File: config.mk
export PLATFORM = sky130hd
export DESIGN_NAME = mem_access_unit_flat
export DESIGN_NICKNAME = d
export VERILOG_FILES = /design/src/rtl/psp_mem_pkg.sv /design/src/rtl/mem_access_unit_if.sv /design/src/rtl/mem_lane_align.sv /design/src/rtl/mem_access_unit.sv /design/src/flat_wrapper.sv
export SDC_FILE = /design/constraint.sdc
export NUM_CORES = 1
export LEC_CHECK = 0
export ABC_AREA = 1
export CAP_MARGIN = 20
export CORE_MARGIN = 3
export CORE_UTILIZATION = 31
export CTS_BUF_LIST = sky130_fd_sc_hd__clkbuf_8 sky130_fd_sc_hd__clkbuf_16
export DETAILED_ROUTE_END_ITERATION = 8
export MAX_ROUTING_LAYER = met4
export PLACE_DENSITY_LB_ADDON = 0.05
export SYNTH_ARGS = -nofsm -noshare
export SYNTH_HDL_FRONTEND = slang
export SYNTH_SLANG_ARGS = --single-unit
export TNS_END_PERCENT = 20
File: constraint.sdc
create_clock -name clk -period 1.55 [get_ports clk]
set_input_delay 0.465 -clock clk [delete_from_list [all_inputs] [get_ports clk]]
set_output_delay 0.465 -clock clk [all_outputs]
set_load 0.05 [all_outputs]
File: src/rtl/psp_mem_pkg.sv
// Shared types and constants for the load/store memory access unit.
package psp_mem_pkg;

    localparam int unsigned MEM_SIZE_DEFAULT = 8192;

    // Access size as encoded on req_size.
    typedef enum logic [1:0] {
        SIZE_BYTE = 2'd0,
        SIZE_HALF = 2'd1,
        SIZE_WORD = 2'd2,
        SIZE_ILL  = 2'd3
    } size_e;

    // Access unit control states.
    typedef enum logic [1:0] {
        IDLE = 2'd0,
        READ = 2'd1,
        RESP = 2'd2
    } state_e;

    // True for accesses that must not reach memory: misaligned or illegal size.
    function automatic logic is_fault(input size_e size, input logic [1:0] addr_lo);
        logic f;
        case (size)
            SIZE_BYTE: f = 1'b0;
            SIZE_HALF: f = addr_lo[0];
            SIZE_WORD: f = (addr_lo != 2'b00);
            default:   f = 1'b1;
        endcase
        return f;
    endfunction

endpackage

File: src/rtl/mem_access_unit_if.sv
// Request/response handshake bus between a requester and mem_access_unit.
interface mem_access_unit_if #(
    parameter int unsigned AW = 13
) ();
    logic          req_valid;
    logic          req_we;
    logic [1:0]    req_size;
    logic          req_unsigned;
    logic [AW-1:0] req_addr;
    logic [31:0]   req_wdata;
    logic          req_ready;
    logic          resp_valid;
    logic [31:0]   resp_rdata;
    logic          resp_fault;
    logic          resp_ready;

    modport master (
        output req_valid, req_we, req_size, req_unsigned, req_addr, req_wdata, resp_ready,
        input  req_ready, resp_valid, resp_rdata, resp_fault
    );

    modport slave (
        input  req_valid, req_we, req_size, req_unsigned, req_addr, req_wdata, resp_ready,
        output req_ready, resp_valid, resp_rdata, resp_fault
    );
endinterface

File: src/rtl/mem_lane_align.sv
// Byte-lane steering: store lane enables/data shift and load extract/extend.
module mem_lane_align
    import psp_mem_pkg::*;
(
    input  size_e       st_size,
    input  logic [1:0]  st_addr_lo,
    input  logic [31:0] st_wdata,
    output logic [3:0]  st_lane_en,
    output logic [31:0] st_wdata_sh,
    input  size_e       ld_size,
    input  logic [1:0]  ld_offset,
    input  logic        ld_unsigned,
    input  logic [31:0] ld_rdata,
    output logic [31:0] ld_data
);

    logic [31:0] ld_shifted;

    assign st_wdata_sh = st_wdata << {st_addr_lo, 3'b000};
    assign ld_shifted  = ld_rdata >> {ld_offset, 3'b000};

    // Store lane enables from size and byte offset.
    always_comb begin
        st_lane_en = '0;
        case (st_size)
            SIZE_BYTE: st_lane_en = 4'b0001 << st_addr_lo;
            SIZE_HALF: st_lane_en = 4'b0011 << st_addr_lo;
            SIZE_WORD: st_lane_en = 4'b1111;
            default:   st_lane_en = '0;
        endcase
    end

    // Load data: select the addressed bytes and sign- or zero-extend.
    always_comb begin
        ld_data = '0;
        case (ld_size)
            SIZE_BYTE: ld_data = {{24{~ld_unsigned & ld_shifted[7]}}, ld_shifted[7:0]};
            SIZE_HALF: ld_data = {{16{~ld_unsigned & ld_shifted[15]}}, ld_shifted[15:0]};
            SIZE_WORD: ld_data = ld_shifted;
            default:   ld_data = '0;
        endcase
    end

endmodule

File: src/rtl/mem_access_unit.sv
// Load/store access unit: aligns byte/half/word accesses onto a 32-bit
// synchronous-read memory and returns one response per request.
module mem_access_unit
    import psp_mem_pkg::*;
#(
    parameter  int unsigned MEM_SIZE = MEM_SIZE_DEFAULT,
    localparam int unsigned AW       = $clog2(MEM_SIZE)
) (
    input  logic               clk,
    input  logic               rst_n,
    mem_access_unit_if.slave   bus,
    output logic [AW-1:0]      mem_addr,
    output logic [31:0]        mem_wdata,
    output logic [3:0]         mem_en,
    output logic               mem_we,
    input  logic [31:0]        mem_rdata
);

    state_e      state;
    logic        resp_valid_q;
    logic [31:0] resp_rdata_q;
    logic        resp_fault_q;
    logic [1:0]  ld_offset_q;
    size_e       ld_size_q;
    logic        ld_unsigned_q;

    size_e       req_size;
    logic        req_fault;
    logic        accept;
    logic        store_go;
    logic [3:0]  lane_en;
    logic [31:0] wdata_sh;
    logic [31:0] ld_data;

    assign req_size  = size_e'(bus.req_size);
    assign req_fault = is_fault(req_size, bus.req_addr[1:0]);
    assign accept    = bus.req_valid && (state == IDLE);
    assign store_go  = accept && bus.req_we && !req_fault;

    assign bus.req_ready  = (state == IDLE);
    assign bus.resp_valid = resp_valid_q;
    assign bus.resp_rdata = resp_rdata_q;
    assign bus.resp_fault = resp_fault_q;

    assign mem_addr  = bus.req_addr;
    assign mem_wdata = wdata_sh;
    assign mem_we    = store_go;
    assign mem_en    = store_go ? lane_en : '0;

    mem_lane_align u_align (
        .st_size     (req_size),
        .st_addr_lo  (bus.req_addr[1:0]),
        .st_wdata    (bus.req_wdata),
        .st_lane_en  (lane_en),
        .st_wdata_sh (wdata_sh),
        .ld_size     (ld_size_q),
        .ld_offset   (ld_offset_q),
        .ld_unsigned (ld_unsigned_q),
        .ld_rdata    (mem_rdata),
        .ld_data     (ld_data)
    );

    // Control FSM with registered response outputs and captured load attributes.
    always_ff @(posedge clk or negedge rst_n) begin
        if (!rst_n) begin
            state         <= IDLE;
            resp_valid_q  <= 1'b0;
            resp_rdata_q  <= '0;
            resp_fault_q  <= 1'b0;
            ld_offset_q   <= '0;
            ld_size_q     <= SIZE_BYTE;
            ld_unsigned_q <= 1'b0;
        end else begin
            case (state)
                IDLE: begin
                    if (bus.req_valid) begin
                        if (req_fault) begin
                            resp_valid_q <= 1'b1;
                            resp_fault_q <= 1'b1;
                            resp_rdata_q <= '0;
                            state        <= RESP;
                        end else if (bus.req_we) begin
                            resp_valid_q <= 1'b1;
                            resp_fault_q <= 1'b0;
                            resp_rdata_q <= '0;
                            state        <= RESP;
                        end else begin
                            ld_offset_q   <= bus.req_addr[1:0];
                            ld_size_q     <= req_size;
                            ld_unsigned_q <= bus.req_unsigned;
                            state         <= READ;
                        end
                    end
                end
                READ: begin
                    resp_valid_q <= 1'b1;
                    resp_fault_q <= 1'b0;
                    resp_rdata_q <= ld_data;
                    state        <= RESP;
                end
                RESP: begin
                    if (bus.resp_ready) begin
                        resp_valid_q <= 1'b0;
                        state        <= IDLE;
                    end
                end
                default: state <= IDLE;
            endcase
        end
    end

endmodule

File: src/flat_wrapper.sv
// flat-port wrapper written by rule: the top's interface ports become plain ports
module mem_access_unit_flat import psp_mem_pkg::*;
#(
    parameter  int unsigned MEM_SIZE = MEM_SIZE_DEFAULT,
    localparam int unsigned AW       = $clog2(MEM_SIZE)
)
  (clk, rst_n, mem_addr, mem_wdata, mem_en, mem_we, mem_rdata, bus_req_valid, bus_req_we, bus_req_size, bus_req_unsigned, bus_req_addr, bus_req_wdata, bus_resp_ready, bus_req_ready, bus_resp_valid, bus_resp_rdata, bus_resp_fault);
  mem_access_unit_if bus_i ();
  input  logic clk;
  input  logic rst_n;
  output logic [AW-1:0] mem_addr;
  output logic [31:0] mem_wdata;
  output logic [3:0] mem_en;
  output logic mem_we;
  input  logic [31:0] mem_rdata;
  input wire logic [$bits(bus_i.req_valid)-1:0] bus_req_valid;
  input wire logic [$bits(bus_i.req_we)-1:0] bus_req_we;
  input wire logic [$bits(bus_i.req_size)-1:0] bus_req_size;
  input wire logic [$bits(bus_i.req_unsigned)-1:0] bus_req_unsigned;
  input wire logic [$bits(bus_i.req_addr)-1:0] bus_req_addr;
  input wire logic [$bits(bus_i.req_wdata)-1:0] bus_req_wdata;
  input wire logic [$bits(bus_i.resp_ready)-1:0] bus_resp_ready;
  output wire logic [$bits(bus_i.req_ready)-1:0] bus_req_ready;
  output wire logic [$bits(bus_i.resp_valid)-1:0] bus_resp_valid;
  output wire logic [$bits(bus_i.resp_rdata)-1:0] bus_resp_rdata;
  output wire logic [$bits(bus_i.resp_fault)-1:0] bus_resp_fault;
  assign bus_i.req_valid = bus_req_valid;
  assign bus_i.req_we = bus_req_we;
  assign bus_i.req_size = bus_req_size;
  assign bus_i.req_unsigned = bus_req_unsigned;
  assign bus_i.req_addr = bus_req_addr;
  assign bus_i.req_wdata = bus_req_wdata;
  assign bus_i.resp_ready = bus_resp_ready;
  assign bus_req_ready = bus_i.req_ready;
  assign bus_resp_valid = bus_i.resp_valid;
  assign bus_resp_rdata = bus_i.resp_rdata;
  assign bus_resp_fault = bus_i.resp_fault;
  mem_access_unit #(.MEM_SIZE(MEM_SIZE)) u_core (.clk(clk), .rst_n(rst_n), .bus(bus_i), .mem_addr(mem_addr), .mem_wdata(mem_wdata), .mem_en(mem_en), .mem_we(mem_we), .mem_rdata(mem_rdata));
endmodule
==> impl_metrics.toml <==
[timing]
fin_crit_ns = 1.94
finClkSkew_ns = 0.00161
worstMarginPinSlew_ns = 0.471
rsz0062_at_grt = "yes"
layout_setup_ws_ns = -0.389
fin_crit_sh_pct = 125
hold_violations = 0
setup_violations = 45
clock.fmax_mhz = 516
slew_viol_final = 0
slew_headroom_pct = 68.6

[worst_setup_path]
slowest_stage = "dfrtp_1"
cp.buffers_inverters = 3
arrival_ns = 1.47
worst_setup_path_start_kind = "register"
critical_path_class = "register to output port"
crit_fanout = 5
crit_family = "simple AND/OR/NAND/NOR gates"
critPathRequiredTime_ns = 1.08
cp-end-kind = "output port"
cp_cell_sequence = "inv_2 > nand2_2 > nor2_2 > nand4_1 > buf_6 > nor2_4 > buf_12"
slowest_delay_ns = 0.40

[die]
start_util_pct = 32.3
die_y_um = 107
dieArea_mm2 = 0.0115
die_x_um = 107
num_rows = 36
ioPinCount = 170
core_area_mm2 = 0.00986

[pwr]
clkPwrFrac_pct = 8.2
p_switching_uw = 3780
p_per_area_mw_per_mm2 = 1210
leakagePower_uw = 0.00315
total_power_uw = 7920
intPower_uw = 4130
p_sw_share_pct = 47.8
ir_drop_uv = 650
power_frac_comb_pct = 70.8
power_frac_seq_pct = 21.0

[synth]
syn_inst = 476
ys_types = 29
syn_area_per_cell_um2 = 6.68
synthesis.nets = 561
synth.area.top_cells = "dfrtp_1 (32%), nand2_1 (22%), o21ai_0 (4.7%)"
yosysSeqAreaShare_pct = 32.2
synth_seq_cells = 41
yosys.area.top_type = "dfrtp_1"
synth_top_area_share_pct = 32.2
syn-cell-area_mm2 = 0.00318
synth_warnings = 0

[clocking]
cts.clk_slew.worst_paths_ns = 0.07
cts_tree = "built"
clock-sinks = 41
clk_latency_ns = 0.28
htree_levels = 2
hold_buffers = 0
clockBufferDepth = 2
cts_made_buffers = 5
root_buffer = "clkbuf_8"

[detailed_routing]
vias = 3756
routed_via_density = 4.77
wl_per_cell_um = 14.9
antenna_left = 0
drt-total-wl_um = 11700
drt_iter0_drc = 121
firstDrtPassIters = 4
drc = 0

[global_route]
grt_usage_pct = 21.6
grt_pass1_wl_um = 19600
grt_pass1_vias = 4103
grt_overflow = 0
antenna_found_initial = 1
grt_max_degree = 42

[run_status]
violations = "negative setup slack"
status = "finished with violations"

[place]
hpwl_um = 8720
place.gp.congestion = 0.856
io_buffers = 147
dp_slack_ns = -0.822

[cells_and_area]
syn_to_final_growth_pct = 106
final_nets = 737
layout-drive-gt1-share_pct = 39.4
nFillCells = 809

[flow_run]
max_cap_violations = 0

[worst_hold_path]
worstHoldPathType = "input pin to async pin"
[layer usage]
metal | up-vias | wire length (um) | global-route usage [%] | part of all wire (%)
li1 | 1872 | - | - | -
met1 | 1718 | 4540 | 24.5 | 39
met2 | 149 | 5820 | 37.4 | 50
met3 | 17 | 1140 | 6.60 | 9.7
met4 | 0 | 205 | 5.02 | 1.8
met5 | - | 0 | - | 0
[placed cells by master, fill, tap and decap left out, drive strengths merged]
cell type,count
nand2,192
buf,140
inv,43
dfrtp,41
nor2,38
nand3,37
o21ai,36
clkdlybuf4s50,34
dlygate4sd2,33
o211ai,19
a21oi,18
o22ai,8
clkbuf,5
nor3,3
dlymetal6s2s,2
nand4,2
diode,1
or2,1
clkdlybuf4s15,1
[power by group through the flow]
stage | Sequential (uW) | Clock [uW] | Combinational (uW)
final | 1660 | 649 | 5600
after global routing | 1710 | 713 | 6070
after CTS | 1670 | 688 | 5590
after detailed placement | 1690 | 0 | 5340
after global placement | 1670 | 0 | 5300
after floorplan | 2160 | 0 | 2800
[path summary, 6_finish.rpt]
check | start | endpoint | slack [ns] | cells past startpoint
max in group asynchronous | rst_n | u_core.bus.resp_rdata[25] | 1.21 | 2
hold / removal | rst_n | u_core.bus.resp_rdata[5] | 0.14 | 2
setup reg to reg | u_core.state[1] | u_core.bus.resp_rdata[19] | -0.01 | 11
setup / recovery | u_core.state[1] | mem_en[3] | -0.39 | 7
hold reg to reg | u_core.bus.resp_rdata[6] | u_core.bus.resp_rdata[6] | 0.53 | 2
min in group clk | u_core.bus.resp_rdata[6] | u_core.bus.resp_rdata[6] | 0.53 | 2
[registers in the layout, summed over array words and instances, names as in the netlist]
name                   count
u_core.state               2
u_core.bus.resp_rdata     32
u_core.ld_offset_q         2
u_core.bus.resp_valid      1
u_core.bus.resp_fault      1
u_core.ld_size_q           2
u_core.ld_unsigned_q       1
[cells in the mapped netlist]
cell / n
a21oi_1: 17
a21oi_2: 1
buf_1: 1
buf_2: 4
buf_4: 15
buf_6: 12
clkbuf_1: 9
dfrtp_1: 41
inv_1: 35
inv_2: 4
inv_4: 1
nand2_1: 188
nand2_2: 3
nand2_4: 1
nand3_1: 25
nand3_2: 8
nand3_4: 4
nand4_1: 1
nand4_4: 1
nor2_1: 35
nor2_2: 1
nor2_4: 2
nor3_1: 2
nor3_4: 1
o211ai_1: 19
o21ai_0: 30
o21ai_1: 6
o22ai_1: 8
or2_2: 1
[worst reg2reg max path, cell delays in order (launching register included)]
cell	delay (ns)
dfrtp_1	0.40
inv_2	0.07
nand2_2	0.07
buf_4	0.13
buf_4	0.13
buf_6	0.12
nor2_4	0.09
nand3_2	0.09
nand3_4	0.09
buf_12	0.19
nand2_1	0.07
nand2_1	0.07
[metrics by stage]
stage / instance area, um2 / cells / setup TNS, ns / util (%) / hold WS [ns]
finish: 6540 / 787 / -9.65 / 66.3 / 0.144
floorplan: 3400 / 476 / -12.86 / - / 0.169
global placement: 5860 / 764 / -40.26 / 59.4 / 0.456
detailed placement: 5860 / 764 / -41.31 / 59.4 / 0.458
global route: 6540 / 787 / -14.22 / 66.3 / 0.153
CTS: 6470 / 784 / -9.63 / 65.6 / 0.150
[cell families after synthesis]
group / synth area share, %
AOI/OAI and AO/OA: 14.7
buffers and inverters: 14.4
DFF: 32.2
and+or+nand+nor: 38.7
[area by class of cell]
| class | instances | area, um2 | area share, % |
|---|---|---|---|
| clock inverters | 3 | 11.3 | 0.172 |
| well taps | 133 | 166 | 2.54 |
| repair buffers | 210 | 2900 | 44.4 |
| diodes | 1 | 2.50 | 0.0382 |
| multi-input cells | 354 | 2200 | 33.7 |
| inverters | 40 | 163 | 2.49 |
| flip-flops and latches | 41 | 1030 | 15.7 |
| clock buffers | 5 | 68.8 | 1.05 |
[what timing repair did]
| item | 4_1_cts | 5_1_grt |
|---|---|---|
| buffers inserted | 9 | 2 |
| gates resized for setup | 155 | 15 |
| cloned | 3 | 0 |
| endpoints found under the setup margin | 73 | 65 |
| pin swaps | 39 | 15 |
No activity file was read; power rests on OpenSTA's default activity.
